File: config.mk
export PLATFORM = sky130hd
export DESIGN_NAME = cp0_flat
export DESIGN_NICKNAME = d
export VERILOG_FILES = /design/src/rtl/cp0_pkg.sv /design/src/rtl/cp0_if.sv /design/src/rtl/cp0.sv /design/src/flat_wrapper.sv
export SDC_FILE = /design/constraint.sdc
export NUM_CORES = 1
export LEC_CHECK = 0
export BUFFER_PORTS_ARGS = -buffer_cell sky130_fd_sc_hd__buf_2
export CORE_ASPECT_RATIO = 0.75
export CORE_MARGIN = 4
export CORE_UTILIZATION = 38
export CTS_BUF_LIST = sky130_fd_sc_hd__clkbuf_8 sky130_fd_sc_hd__clkbuf_16
export CTS_CLUSTER_DIAMETER = 80
export CTS_CLUSTER_SIZE = 25
export DETAILED_ROUTE_END_ITERATION = 8
export MAX_ROUTING_LAYER = met4
export PLACE_DENSITY = 0.66
export SKIP_LAST_GASP = 1
export SYNTH_ARGS = -nofsm -noshare
export SYNTH_HDL_FRONTEND = slang
export SYNTH_SLANG_ARGS = --single-unit
export TNS_END_PERCENT = 1
File: constraint.sdc
create_clock -name clk -period 3.1 [get_ports clk]
set_input_delay 0.31 -clock clk [delete_from_list [all_inputs] [get_ports clk]]
set_output_delay 0.31 -clock clk [all_outputs]
set_load 0.03 [all_outputs]
File: src/rtl/cp0_pkg.sv
// Shared CP0 definitions for the MIPS core.
// The next-PC logic uses this package too, for the exception handler vector.
package mips_cp0_pkg;

  localparam logic [4:0] REG_SR    = 5'd12;
  localparam logic [4:0] REG_CAUSE = 5'd13;
  localparam logic [4:0] REG_EPC   = 5'd14;
  localparam logic [4:0] REG_PRID  = 5'd15;

  localparam int SR_IM_LSB     = 10;
  localparam int SR_EXL        = 1;
  localparam int SR_IE         = 0;
  localparam int CAUSE_BD      = 31;
  localparam int CAUSE_IP_LSB  = 10;
  localparam int CAUSE_EXC_LSB = 2;

  typedef enum logic [4:0] {
    EXC_INT  = 5'd0,
    EXC_ADEL = 5'd4,
    EXC_ADES = 5'd5,
    EXC_RI   = 5'd10,
    EXC_OV   = 5'd12
  } exc_code_e;

  localparam logic [31:0] HANDLER_VECTOR = 32'h0000_4180;

endpackage

File: src/rtl/cp0_if.sv
// Pipeline-to-CP0 signal bundle.
// The pipeline uses the master modport. CP0 uses the slave modport.
interface cp0_if;
  logic [4:0]  A1;
  logic [4:0]  A2;
  logic [31:0] DIn;
  logic        We;
  logic [31:0] PC;
  logic        BD;
  logic [4:0]  ExcCode;
  logic [5:0]  HWInt;
  logic        EXLClr;
  logic        IntReq;
  logic [31:0] EPC;
  logic [31:0] DOut;

  modport master (
    output A1, A2, DIn, We, PC, BD, ExcCode, HWInt, EXLClr,
    input  IntReq, EPC, DOut
  );

  modport slave (
    input  A1, A2, DIn, We, PC, BD, ExcCode, HWInt, EXLClr,
    output IntReq, EPC, DOut
  );
endinterface

File: src/rtl/cp0.sv
// Coprocessor 0: SR/Cause/EPC/PRId, interrupt and exception request, EPC capture.
// Priority at each clock edge: exception entry, then eret, then mtc0.
module cp0
  import mips_cp0_pkg::*;
#(
  parameter logic [31:0] PRID = 32'h0000_2016
) (
  input logic   clk,
  input logic   reset,
  cp0_if.slave  bus
);

  logic [5:0]  im;
  logic        exl;
  logic        ie;
  logic        bd_q;
  logic [5:0]  ip;
  logic [4:0]  exc_q;
  logic [31:0] epc_q;

  logic        int_pend;
  logic        exc_pend;
  logic [31:0] pc_aligned;
  logic [31:0] epc_entry;
  logic [31:0] sr_word;
  logic [31:0] cause_word;
  logic        unused_pc;

  assign int_pend   = (|(bus.HWInt & im)) & ie & ~exl;
  assign exc_pend   = (bus.ExcCode != EXC_INT) & ~exl;
  assign bus.IntReq = int_pend | exc_pend;

  // A victim in a delay slot resumes at its branch.
  assign pc_aligned = {bus.PC[31:2], 2'b00};
  assign epc_entry  = bus.BD ? (pc_aligned - 32'd4) : pc_aligned;
  assign unused_pc  = ^bus.PC[1:0];

  always_ff @(posedge clk or posedge reset) begin
    if (reset) begin
      im    <= '0;
      exl   <= 1'b0;
      ie    <= 1'b0;
      bd_q  <= 1'b0;
      ip    <= '0;
      exc_q <= '0;
      epc_q <= '0;
    end else begin
      ip <= bus.HWInt;
      if (bus.IntReq) begin
        exl   <= 1'b1;
        bd_q  <= bus.BD;
        exc_q <= int_pend ? EXC_INT : bus.ExcCode;
        epc_q <= epc_entry;
      end else if (bus.EXLClr) begin
        exl <= 1'b0;
      end else if (bus.We) begin
        if (bus.A2 == REG_SR) begin
          im  <= bus.DIn[SR_IM_LSB +: 6];
          exl <= bus.DIn[SR_EXL];
          ie  <= bus.DIn[SR_IE];
        end else if (bus.A2 == REG_EPC) begin
          epc_q <= {bus.DIn[31:2], 2'b00};
        end
      end
    end
  end

  assign sr_word    = {16'b0, im, 8'b0, exl, ie};
  assign cause_word = {bd_q, 15'b0, ip, 3'b0, exc_q, 2'b00};
  assign bus.EPC    = epc_q;

  always_comb begin
    bus.DOut = '0;
    case (bus.A1)
      REG_SR:    bus.DOut = sr_word;
      REG_CAUSE: bus.DOut = cause_word;
      REG_EPC:   bus.DOut = epc_q;
      REG_PRID:  bus.DOut = PRID;
      default:   bus.DOut = '0;
    endcase
  end

endmodule
File: src/flat_wrapper.sv
// flat-port wrapper written by rule: the top's interface ports become plain ports
module cp0_flat import mips_cp0_pkg::*;
#(
  parameter logic [31:0] PRID = 32'h0000_2016
)
  (clk, reset, bus_A1, bus_A2, bus_DIn, bus_We, bus_PC, bus_BD, bus_ExcCode, bus_HWInt, bus_EXLClr, bus_IntReq, bus_EPC, bus_DOut);
  cp0_if bus_i ();
  input logic clk;
  input logic reset;
  input wire logic [$bits(bus_i.A1)-1:0] bus_A1;
  input wire logic [$bits(bus_i.A2)-1:0] bus_A2;
  input wire logic [$bits(bus_i.DIn)-1:0] bus_DIn;
  input wire logic [$bits(bus_i.We)-1:0] bus_We;
  input wire logic [$bits(bus_i.PC)-1:0] bus_PC;
  input wire logic [$bits(bus_i.BD)-1:0] bus_BD;
  input wire logic [$bits(bus_i.ExcCode)-1:0] bus_ExcCode;
  input wire logic [$bits(bus_i.HWInt)-1:0] bus_HWInt;
  input wire logic [$bits(bus_i.EXLClr)-1:0] bus_EXLClr;
  output wire logic [$bits(bus_i.IntReq)-1:0] bus_IntReq;
  output wire logic [$bits(bus_i.EPC)-1:0] bus_EPC;
  output wire logic [$bits(bus_i.DOut)-1:0] bus_DOut;
  assign bus_i.A1 = bus_A1;
  assign bus_i.A2 = bus_A2;
  assign bus_i.DIn = bus_DIn;
  assign bus_i.We = bus_We;
  assign bus_i.PC = bus_PC;
  assign bus_i.BD = bus_BD;
  assign bus_i.ExcCode = bus_ExcCode;
  assign bus_i.HWInt = bus_HWInt;
  assign bus_i.EXLClr = bus_EXLClr;
  assign bus_IntReq = bus_i.IntReq;
  assign bus_EPC = bus_i.EPC;
  assign bus_DOut = bus_i.DOut;
  cp0 #(.PRID(PRID)) u_core (.clk(clk), .reset(reset), .bus(bus_i));
endmodule
==> flow_metrics.py <==
metrics = {
    "route": {
        "vias": 3093,
        "antenna_left": 0,
        "wirelength_um": 9580,
        "drt_iter0_markers": 231,
        "drcViolationCount": 0,
        "wl_per_cell_um": 16.0,
        "viasPerCell": 5.16,
        "firstDrtPassIters": 4,
    },
    "status": {
        "outcome": "complete, no violations",
    },
    "critical_path": {
        "crit_arrival_ps": 2180,
        "endpoint_kind": "output pin",
        "path_delay_family": "buffers and inverters",
        "max_stage_delay_ps": 420,
        "path_cells": "a22o_1 -> o31ai_1 -> buf_4 -> a21o_1 -> inv_2 -> buf_2",
        "cp_max_fo": 43,
        "cp.buffers_inverters": 3,
        "critPathRequiredTime_ps": 2790,
        "worstSetupStartpointType": "flop",
        "slowest_stage": "dfrtp_1",
        "path_class": "reg2out",
    },
    "power": {
        "power.density_nw_per_um2": 724,
        "clkPwrFrac_pct": 15.5,
        "sw_frac_of_total_pct": 44.9,
        "comb_power_share_pct": 47.9,
        "p_switching_mw": 1.34,
        "p_leak_nw": 1.91,
        "ir_worst_vdd_mv": 0.361,
        "seqPwrFrac_pct": 36.5,
        "intPower_mw": 1.65,
    },
    "place": {
        "gp_congestion": 0.821,
        "portBuffers": 150,
        "place_hpwl_um": 7460,
        "placed_cells": 591,
        "preCtsSetupSlack_ps": 680,
    },
    "floorplan": {
        "die-area_um2": 9890,
        "coreArea_um2": 8020,
        "die_y_um": 87.2,
        "io_pins": 155,
        "start_util_pct": 39.6,
        "chipWidth_um": 114,
        "rows": 28,
    },
    "global_route": {
        "antenna_found_initial": 0,
        "grt_max_degree": 51,
        "overflow": 0,
        "grt_pass1_vias": 3037,
        "grt_pass1_wl_um": 15500,
        "grt.total_usage_pct": 20.0,
    },
    "layout": {
        "fin_cells": 599,
        "final_layout_size_suffix_gt1_share_pct": 40.5,
        "multi_input_area_um2": 1820,
        "nNetsFinal": 584,
        "insertedDiodeCount": 0,
        "final_common_cell": "buf_2",
        "seq_area_um2": 1250,
        "final_cell_mix": "150 x buf_2, 50 x dfrtp_1, 46 x nor2_1",
        "syn_to_final_growth_pct": 30.1,
        "fillCellCount": 756,
    },
    "timing": {
        "period_needed_ps": 2490,
        "tightestPinTransition_ps": 1050,
        "grt_setup_unrepaired": "false",
        "finalClockSkew_ps": 7.73,
        "fmax_mhz": 401,
        "drv_slew": 0,
        "final.setup.tns_ps": 0,
        "setup_slack_ps": 607,
        "relSlewSlack_pct": 29.6,
        "setup_viol": 0,
        "hold_violations": 0,
        "finalCritPeriodShare_pct": 80.4,
    },
    "clocking": {
        "numCtsBuffers": 5,
        "cts_tree": "yes",
        "cts_sinks": 50,
        "path_clk_slew_ps": 100,
        "cts_root_buf": "clkbuf_8",
        "post_cts_buffers": 0,
        "cts_hold_buf": 0,
        "cts_resized": 0,
        "clk_latency_ps": 300,
        "h-tree-depth": 2,
        "clockBufferDepth": 2,
    },
    "synth": {
        "synth_top_area_share_pct": 39.4,
        "synth-seq-cells": 50,
        "synthFlopType": "dfrtp_1",
        "synth-edff-count": 0,
        "async_flop_share_pct": 100,
        "ys_warn_count": 0,
        "syn_area_um2": 3170,
        "synthTopCellsByArea": "dfrtp_1 39%, mux2_2 9.2%, xnor2_1 5.5%, nor2_1 5.4%, mux2i_1 5.4%",
        "yosysTopAreaCell": "dfrtp_1",
        "synth.distinct_cells": 46,
        "syn_avg_cell_area_um2": 9.10,
        "synthCells": 349,
        "seq_area_frac_synth_pct": 39.4,
    },
    "min_path": {
        "hold_class": "in2reg",
    },
    "job": {
        "drv_cap": 0,
    },
}
## synth_stat cells, drive strengths merged (2+ instances only)
cell    instances
or3             7
clkbuf         13
inv             5
o21ai          12
a22oi           5
mux2i          17
nand3           8
nor2           46
a22o            3
nor3           10
nand2          27
nand3b          2
or4             7
a21oi          29
xnor2          20
nor2b           5
nor4            6
and2           18
dfrtp          50
o31ai           3
mux2           26
nor4b           3
buf             8
xor2            5
## path summary, 6_finish.rpt
| kind | startpoint | to | depth (start not counted) | slack [ps] |
|---|---|---|---|---|
| setup / recovery | u_core.im[3]$_DFFE_PP0P_ | bus_IntReq | 6 | 610 |
| hold / removal | bus_HWInt[2] | u_core.ip[2]$_DFF_PP0_ | 1 | 120 |
| setup reg to reg | u_core.im[3]$_DFFE_PP0P_ | u_core.im[0]$_DFFE_PP0P_ | 7 | 820 |
| hold reg to reg | u_core.exc_q[2]$_DFFE_PP0N_ | u_core.exc_q[2]$_DFFE_PP0N_ | 2 | 480 |
| max in group asynchronous | reset | u_core.bus.EPC[27]$_DFFE_PP0P_ | 2 | 2180 |
| min in group asynchronous | reset | u_core.bus.EPC[26]$_DFFE_PP0P_ | 2 | 260 |
## power by group through the flow
stage / logic [mW] / clock network (mW) / registers (mW)
floorplan: 0.633 / 0 / 1.45
global placement: 1.43 / 0 / 1.09
CTS: 1.45 / 0.478 / 1.09
detailed placement: 1.45 / 0 / 1.10
global route: 1.57 / 0.507 / 1.13
finish: 1.43 / 0.465 / 1.09
## through the flow
stage	hold slack (ps)	instance area [um^2]	total power, mW	util [%]
2_1_floorplan	341	3180	2.08	-
3_3_place_gp	435	4020	2.52	50.1
3_5_place_dp	436	4020	2.55	50.1
4_1_cts	109	4130	3.02	51.5
5_1_grt	104	4130	3.20	51.5
6_report	121	4130	2.99	51.5
## cell families (layout without fill, tap and decap cells)
family | after synthesis | count (layout) | synth area share [%]
adders and majority gates | 1 | 1 | 0.394
other | 1 | 2 | 0.118
xor gates and xnor gates | 25 | 25 | 6.90
DFF | 50 | 50 | 39.4
AOI/OAI and AO/OA | 58 | 58 | 10.8
and+or+nand+nor | 145 | 145 | 24.1
muxes | 43 | 43 | 14.6
buffers and inverters | 26 | 170 | 3.67
## cell type report
| class | instances | share of cell area, % |
|---|---|---|
| Inverter | 5 | 0.454 |
| Clock inverter | 3 | 0.969 |
| Timing Repair Buffer | 157 | 19.4 |
| Multi-Input combinational cell | 274 | 44.0 |
| Tap cell | 105 | 3.18 |
| Clock buffer | 5 | 1.67 |
| Sequential cell | 50 | 30.3 |
## metal layers
metal  global-route usage (%)  share of wire (%)  up-vias
li1                         -                  -     1513
met1                     28.3                 47     1444
met2                     31.2                 45      134
met3                     3.19                7.9        2
met4                     2.51               0.22        0
met5                        -                  0        -
## flip-flops by register name, indices dropped and copies added, names as in the netlist
name / flops
u_core.bus.EPC: 30
u_core.exl: 1
u_core.ip: 6
u_core.exc_q: 5
u_core.im: 6
u_core.bd_q: 1
u_core.ie: 1
Note: power is estimated with default switching activity, not from simulation.
